`src/rtl/splitter_pkg.sv`:
```
// Shared definitions for the lane splitter datapaths.
package splitter_pkg;
  localparam int LANES   = 8;
  localparam int NUM_MAX = 8;

  typedef enum logic [1:0] {IDLE, DIV, DIST} state_t;
endpackage

```
`src/rtl/seq_divider.sv`:
```
// Restoring unsigned divider, one quotient bit per step, MSB first.
module seq_divider #(
  parameter int DATAWIDTH = 16
) (
  input  logic                 clk,
  input  logic                 rst,
  input  logic                 load,
  input  logic                 step,
  input  logic [DATAWIDTH-1:0] dividend,
  input  logic [DATAWIDTH-1:0] divisor,
  output logic [DATAWIDTH-1:0] quot,
  output logic [DATAWIDTH:0]   rem
);
  logic [DATAWIDTH-1:0] dvd, dsr;
  logic [DATAWIDTH:0]   trial;

  // Shifted partial remainder needs the extra bit before the compare.
  assign trial = {rem[DATAWIDTH-1:0], dvd[DATAWIDTH-1]};

  always_ff @(posedge clk) begin
    if (!rst) begin
      dvd  <= '0;
      dsr  <= '0;
      quot <= '0;
      rem  <= '0;
    end else if (load) begin
      dvd  <= dividend;
      dsr  <= divisor;
      quot <= '0;
      rem  <= '0;
    end else if (step) begin
      dvd <= {dvd[DATAWIDTH-2:0], 1'b0};
      if (trial >= {1'b0, dsr}) begin
        rem  <= trial - {1'b0, dsr};
        quot <= {quot[DATAWIDTH-2:0], 1'b1};
      end else begin
        rem  <= trial;
        quot <= {quot[DATAWIDTH-2:0], 1'b0};
      end
    end
  end
endmodule

```
`src/rtl/sum_splitter.sv`:
```
// Splits total across the first num lanes; remainder goes one unit per lane from a.
module sum_splitter
  import splitter_pkg::*;
#(
  parameter int DATAWIDTH = 16
) (
  input  logic                 Clk,
  input  logic                 Rst,
  input  logic                 start,
  input  logic [DATAWIDTH-1:0] total,
  input  logic [DATAWIDTH-1:0] num,
  output logic                 busy,
  output logic                 done,
  output logic                 err,
  output logic [DATAWIDTH-1:0] a,
  output logic [DATAWIDTH-1:0] b,
  output logic [DATAWIDTH-1:0] c,
  output logic [DATAWIDTH-1:0] d,
  output logic [DATAWIDTH-1:0] e,
  output logic [DATAWIDTH-1:0] f,
  output logic [DATAWIDTH-1:0] g,
  output logic [DATAWIDTH-1:0] h
);
  localparam int CW = $clog2(DATAWIDTH);

  state_t                              state, nxt;
  logic [DATAWIDTH-1:0]                num_q;
  logic [CW-1:0]                       cnt;
  logic                                err_pend;
  logic                                legal, div_load, div_step;
  logic [DATAWIDTH-1:0]                quot;
  logic [DATAWIDTH:0]                  rem;
  logic [LANES-1:0][DATAWIDTH-1:0]     lane_d, lane_q;

  assign legal = (num != '0) && (num <= DATAWIDTH'(NUM_MAX));

  always_ff @(posedge Clk) begin
    if (!Rst) state <= IDLE;
    else      state <= nxt;
  end

  always_comb begin
    nxt = state;
    case (state)
      IDLE: if (start) nxt = legal ? DIV : DIST;
      DIV:  if (cnt == CW'(DATAWIDTH-1)) nxt = DIST;
      DIST: nxt = IDLE;
      default: nxt = IDLE;
    endcase
  end

  always_comb begin
    busy     = (state != IDLE);
    div_load = (state == IDLE) && start && legal;
    div_step = (state == DIV);
  end

  seq_divider #(.DATAWIDTH(DATAWIDTH)) u_div (
    .clk(Clk), .rst(Rst), .load(div_load), .step(div_step),
    .dividend(total), .divisor(num), .quot(quot), .rem(rem)
  );

  // rem < num <= 8, so lane i gets the extra unit exactly when i < rem.
  for (genvar gi = 0; gi < LANES; gi++) begin : g_lane
    assign lane_d[gi] = (rem > (DATAWIDTH+1)'(gi))   ? quot + DATAWIDTH'(1) :
                        (num_q > DATAWIDTH'(gi))     ? quot : '0;
  end

  always_ff @(posedge Clk) begin
    if (!Rst) begin
      num_q    <= '0;
      cnt      <= '0;
      err_pend <= 1'b0;
      done     <= 1'b0;
      err      <= 1'b0;
      lane_q   <= '0;
    end else begin
      done <= 1'b0;
      case (state)
        IDLE: if (start) begin
          num_q    <= num;
          cnt      <= '0;
          err_pend <= !legal;
        end
        DIV: cnt <= cnt + CW'(1);
        DIST: begin
          lane_q <= err_pend ? '0 : lane_d;
          err    <= err_pend;
          done   <= 1'b1;
        end
        default: ;
      endcase
    end
  end

  assign a = lane_q[0];
  assign b = lane_q[1];
  assign c = lane_q[2];
  assign d = lane_q[3];
  assign e = lane_q[4];
  assign f = lane_q[5];
  assign g = lane_q[6];
  assign h = lane_q[7];
endmodule

```
`config.mk`:
```
export PLATFORM = sky130hd
export DESIGN_NAME = sum_splitter
export DESIGN_NICKNAME = d
export VERILOG_FILES = /design/src/rtl/splitter_pkg.sv /design/src/rtl/seq_divider.sv /design/src/rtl/sum_splitter.sv
export SDC_FILE = /design/constraint.sdc
export NUM_CORES = 1
export LEC_CHECK = 0
export ABC_AREA = 1
export CAP_MARGIN = 15
export CORE_MARGIN = 8
export CORE_UTILIZATION = 45
export DETAILED_ROUTE_END_ITERATION = 16
export PLACE_DENSITY_LB_ADDON = 0.15
export SYNTH_ARGS = -nofsm -noshare
export SYNTH_HDL_FRONTEND = slang
export SYNTH_HIERARCHICAL = 1
export SYNTH_SLANG_ARGS = --single-unit
```
`constraint.sdc`:
```
create_clock -name Clk -period 2.14 [get_ports Clk]
set_clock_uncertainty 0.05 [all_clocks]
set_input_delay 0.321 -clock Clk [delete_from_list [all_inputs] [get_ports Clk]]
set_output_delay 0.321 -clock Clk [all_outputs]
set_load 0.05 [all_outputs]
```
# Word-level counts from Yosys, hierarchy flattened
# Index checks and enable logic that the tools add are counted.
# W data, S select, Z words.
# totals
register_bits	218
output_inout_bits	131
word_cells	86
# op_classes
addsub	3
order_cmp	18
eq_ne	5
muxes	28
bitwise_logic	1
reduce_logical	13
# ops
operator	n
$mux W16	18
$mux W128	1
$gt A17 B3 Y1 const B	4
$gt A16 B3 Y1 const B	4
$gt A17 B1 Y1 const B	2
$gt A17 B2 Y1 const B	2
$gt A16 B1 Y1 const B	2
$gt A16 B2 Y1 const B	2
$ge A17 B16 Y1	1
$mux W17	1
$sub A17 B16 Y17	1
$add A16 B1 Y16 const B	1
$le A16 B4 Y1 const B	1
$reduce_bool A16 Y1	1
$pmux W4 S2	1
$mux W2	3
$reduce_and A2 Y1	3
$reduce_bool A2 Y1	3
$add A4 B1 Y4 const B	1
$eq A4 B4 Y1 const B	1
$mux W4	1
$pmux W2 S2	1
$logic_and A1 B1 Y1	3
$eq A2 B1 Y1 const B	1
8 further kinds	9

# Logic depth before layout (Yosys ltp)
# depth
ltp_word	5
depth_mapped	15
depth_no_buf	15

# Modules after synthesis
# The synthesis kept the hierarchy.
# modules_own_cells
mod	instances	cells_each	area_per_inst_um2	seq_area_each_um2
sum_splitter	1	1257	8020.2	3062.9
seq_divider	1	548	3719.8	1301.2

# Least setup slack after synthesis
# OpenSTA, ideal clock, no wires.
# synth_timing
kind	reg2reg
from	register state[0]
to	register u_div.dvd[10]
arrival_time_ns	2.115
t_required_ns	2.025
path_slack_ns	-0.090
path_stages_with_launch	13
path_buffers	3
path_cell_list	dfxtp_1 -> inv_1 -> nand2_1 -> nor2_1 -> buf_2 -> nand3_1 -> inv_1 -> buf_2 -> nor2_1 -> inv_1 -> clkbuf_1 -> o221ai_1 -> nor2_1
# synth_between
elab_chain_len	4
elab_cells_between_ends	6
# synth_rtl
element	line	rtl
start: declaration	sum_splitter.sv:26	state_t state, nxt;
start signal: assignment	sum_splitter.sv:39	else state <= nxt;
$logic_not A2 Y1 (*)	sum_splitter.sv:54	div_load = (state == IDLE) && start && legal;
$logic_and A1 B1 Y1 (*) (2 in a row)	sum_splitter.sv:54	
via div_load	sum_splitter.sv:30	logic legal, div_load, div_step;
$mux W16 or $reduce_bool A2 Y1 (tied branches)	-	
end signal: assignment	seq_divider.sv:27	dvd <= dividend;
end signal: assignment	seq_divider.sv:32	dvd <= {dvd[DATAWIDTH-2:0], 1'b0};
end: declaration	seq_divider.sv:14	logic [DATAWIDTH-1:0] dvd, dsr;
# The timed path passes the listed nets; every way through them passes the cells marked *.
# A chain may end at the register's enable or synchronous reset.

# Worst setup path in the final report
# layout_timing
from	register lane_q (netlist bit d[3])
to	output port d[3]
# layout_lines
element	line	rtl
start: declaration	sum_splitter.sv:33	logic [LANES-1:0][DATAWIDTH-1:0] lane_d, lane_q;
start signal: assignment	sum_splitter.sv:87	lane_q <= err_pend ? '0 : lane_d;
end: declaration	sum_splitter.sv:18	output logic [DATAWIDTH-1:0] d,
# No word-level cell between the ends.

==> qor.csv <==
metric,value,unit
status,completed,
insertion_delay,530,ps
ir_drop,0.4805,mV
finalNetCount,2043,
antenna_found_initial,0,
synth_enable_flop_cells,0,
place_ws,-254.4,ps
wl,38.67,mm
cp_max_fo,2,
cts_hold_repair.buffers,0,
dp_hpwl,28.30,mm
cp-end-kind,output port,
switching_share,22.98,%
fmax,0.4737,GHz
reg2reg_slack,110,ps
core-area,25840,um^2
clkSinkCount,218,
drtPass1Iterations,5,
htreeDepth,1,
rows,59,
maxSlewHeadroom,46.40,%
pwr-share-clk,48.2,%
via_per_inst,5.355,
ys_ff_latch,218,
crit_chain,clkdlybuf4s50_1,
grt_max_degree,130,
final_util,58.55,%
clk_path_buf_depth,3,
place.gp.congestion,0.9369,
min_to,u_div/dvd[0]$_SDFFE_PN0P_,
synthFlopType,dfxtp_1,
hold_ws,329.2,ps
hold_path.class,in2reg,
holdPathStages,3,
ios,166,
yosys-top-cells-area,"dfxtp_1 37%, nand2_1 20%, a21oi_1 11%",
ys_warn_count,6,
critPathLaunchType,flip-flop,
area_delta_synth_final,28.86,%
route.detailed.drc,0,
cts-root-buf,clkbuf_16,
synth_nets,1859,
post-route-min-period,2111,ps
synth_area_per_cell,6.504,um^2
crit_type,reg2out,
cellLeakagePower,6.304,nW
max_stage_delay,880,ps
crit_path_top_delay_cell,clkdlybuf4s50_1,
drtIter0Drc,1077,
cp_top_family,buffers and inverters,
hp-start,total[0],
cts_tree,yes,
n_antenna_cell,0,
numCtsBuffers,25,
reg2reg_to,b[10]$_SDFFE_PN0P_,
grt_pass1_vias,11605,
drv_cap,0,
r2r_cells,9,
synth_cell_type_count,46,
drive_above_1_share,11.32,%
fin_crit_sh,98.65,%
crit_arrival,1740,ps
power,0.008953,W
setup_viol,0,
path_clk_slew,60,ps
grt_usage,23.76,%
dieArea,31510,um^2
initial_core_util,45.44,%
overflow,0,
fp.dieH,177.5,um
grt_pass1_wl,61.38,mm
ant_nets,0,
path_buf_inv,1,
io_buffers,165,
switchingPower,0.002057,W
wire_per_inst,16.52,um
synth_top_area_share,37.17,%
internal_power,0.006896,W
ys_seq_area_share,37.17,%
dpl_cell_area,14110,um^2
combinationalPowerShare,5.9,%
fin_ws,28.95,ps
worstReg2RegStart,u_div/quot[1]$_SDFFE_PP0P_,
slew_viol_final,0,
synth_area,11740,um^2
async_flop_share,0,%
die_w,177.5,um
critPathRequiredTime,1770,ps
fin_area,15130,um^2
worstMarginPinSlew,802.8,ps
seq_power_share,45.9,%
finalHoldViolCount,0,
syn_inst,1805,
synth_area_leader_cell,dfxtp_1,
powerDensity,591.8,nW/um^2
vias,12535,
[metal layers]
| metal | up-vias | GRT usage, % | routed length [um] |
|---|---|---|---|
| li1 | 6226 | - | - |
| met1 | 5679 | 31.15 | 16340 |
| met2 | 537 | 38.85 | 17770 |
| met3 | 93 | 4.106 | 3408 |
| met4 | 0 | 8.197 | 1147 |
| met5 | - | 0 | 0 |
[how the worst max path moves through the flow]
| stage | from | depth (start not counted) | endpoint | slack (ps) |
|---|---|---|---|---|
| after floorplan | num[4] | 10 | u_div/dvd[10]$_SDFFE_PN0P_ | 30 |
| after global routing | u_div/rem[3]$_SDFFE_PP0P_ | 13 | u_div/rem[3]$_SDFFE_PP0P_ | -5 |
| after detailed placement | num[4] | 10 | u_div/dvd[12]$_SDFFE_PN0P_ | -250 |
| after global placement | num[4] | 9 | u_div/rem[15]$_SDFFE_PP0P_ | -210 |
| after CTS | u_div/dvd[15]$_SDFFE_PN0P_ | 15 | u_div/rem[14]$_SDFFE_PP0P_ | 6 |
| final | d[3]$_SDFFE_PN0P_ | 1 | d[3] | 30 |
[placed cells by master (no fill, tap or decap), types with 3 or more instances in the layout]
cell type and n:
nand2_1 627, a21oi_1 255, dfxtp_1 216, clkdlybuf4s50_1 159, nand3_1 121, nor2_1 114
inv_1 106, buf_4 97, o21ai_0 65, clkbuf_16 25, nand4_1 23, nand2_2 22
nor3_1 15, inv_2 13, o21ai_1 12, o221ai_1 12, ha_4 10, nor2_2 9
nor2_4 8, o211ai_1 7, clkbuf_1 7, buf_12 7, xor2_1 6, ha_1 6
nand3b_1 6, dlymetal6s2s_1 5, nand3_4 4, xnor2_1 3, clkinv_2 3, o21bai_1 3
nand3_2 3, bufinv_16 3, clkbuf_8 3
[synth_stat cells (5+ instances only)]
library cell and instances:
dfxtp_1 218, nand3_1 121, nand4_1 23, nor2_2 7
nand2_1 634, ha_1 18, o221ai_1 12, o21ai_1 12
inv_1 107, buf_6 9, nand3b_1 6, xor2_1 6
a21oi_1 255, buf_2 27, clkbuf_1 61, nor2_4 6
nand2_2 15, buf_4 8, buf_1 5, nor2_1 118
nor3_1 15, inv_2 14, o211ai_1 7, o21ai_0 65
[cell type report]
cell class | instances | area, um^2
fill | 2469 | 10710
multi-input combinational | 1352 | 6520
sequential | 218 | 4367
timing repair buffer | 269 | 2531
clock buffer | 35 | 693.2
inverter | 123 | 465.4
tap | 335 | 419.2
clock inverter | 9 | 132.6
[power by group through the flow]
| stage | combinational, W | clock (W) | sequential, W |
|---|---|---|---|
| floorplan | 0.000298 | 0 | 0.00420 |
| global placement | 0.000521 | 0 | 0.00420 |
| detailed placement | 0.000524 | 0 | 0.00420 |
| CTS | 0.000525 | 0.00438 | 0.00411 |
| global route | 0.000583 | 0.00456 | 0.00411 |
| finish | 0.000529 | 0.00432 | 0.00411 |
[state kept, by name, summed over array words and instances, names as in the netlist, 4 cells and up]
| name | cells |
|---|---|
| a | 16 |
| b | 16 |
| c | 16 |
| cnt | 4 |
| d | 16 |
| e | 16 |
| f | 16 |
| g | 16 |
| h | 16 |
| num_q | 16 |
| u_div/dsr | 16 |
| u_div/dvd | 16 |
| u_div/quot | 16 |
| u_div/rem | 17 |
[repair_timing]
| action | 4_1_cts | 5_1_grt |
|---|---|---|
| pin swaps | 1 | 3 |
| resized for setup | 3 | 30 |
| endpoints found under the setup margin | 3 | 35 |
| setup buffers | 0 | 3 |
[stage by stage]
stage / std cells / TNS [ps]
6_report: 2341 / 0
5_1_grt: 2341 / -11.07
4_1_cts: 2338 / 0
3_5_place_dp: 2294 / -13280
3_3_place_gp: 2294 / -10790
2_1_floorplan: 1805 / 0
[worst register-to-register path: cells and delay by family, from the launching register on]
family / cells / cell delay, ps
flops: 1 / 370
fa+ha+maj: 1 / 180
compound gates: 1 / 170
simple gates: 7 / 1210
[kinds of logic (layout without fill, tap and decap cells)]
kind of cell | count (synthesis) | after routing | synth area share (%)
flip-flops | 218 | 218 | 37.17
adder cells (fa/ha/maj) | 19 | 19 | 2.089
XOR/XNOR | 10 | 10 | 0.8101
buffers and inverters | 235 | 436 | 8.739
AO/OA/AOI/OAI | 358 | 358 | 15.94
AND/OR/NAND/NOR | 965 | 965 | 35.24
(Power assumes the default switching activity.)
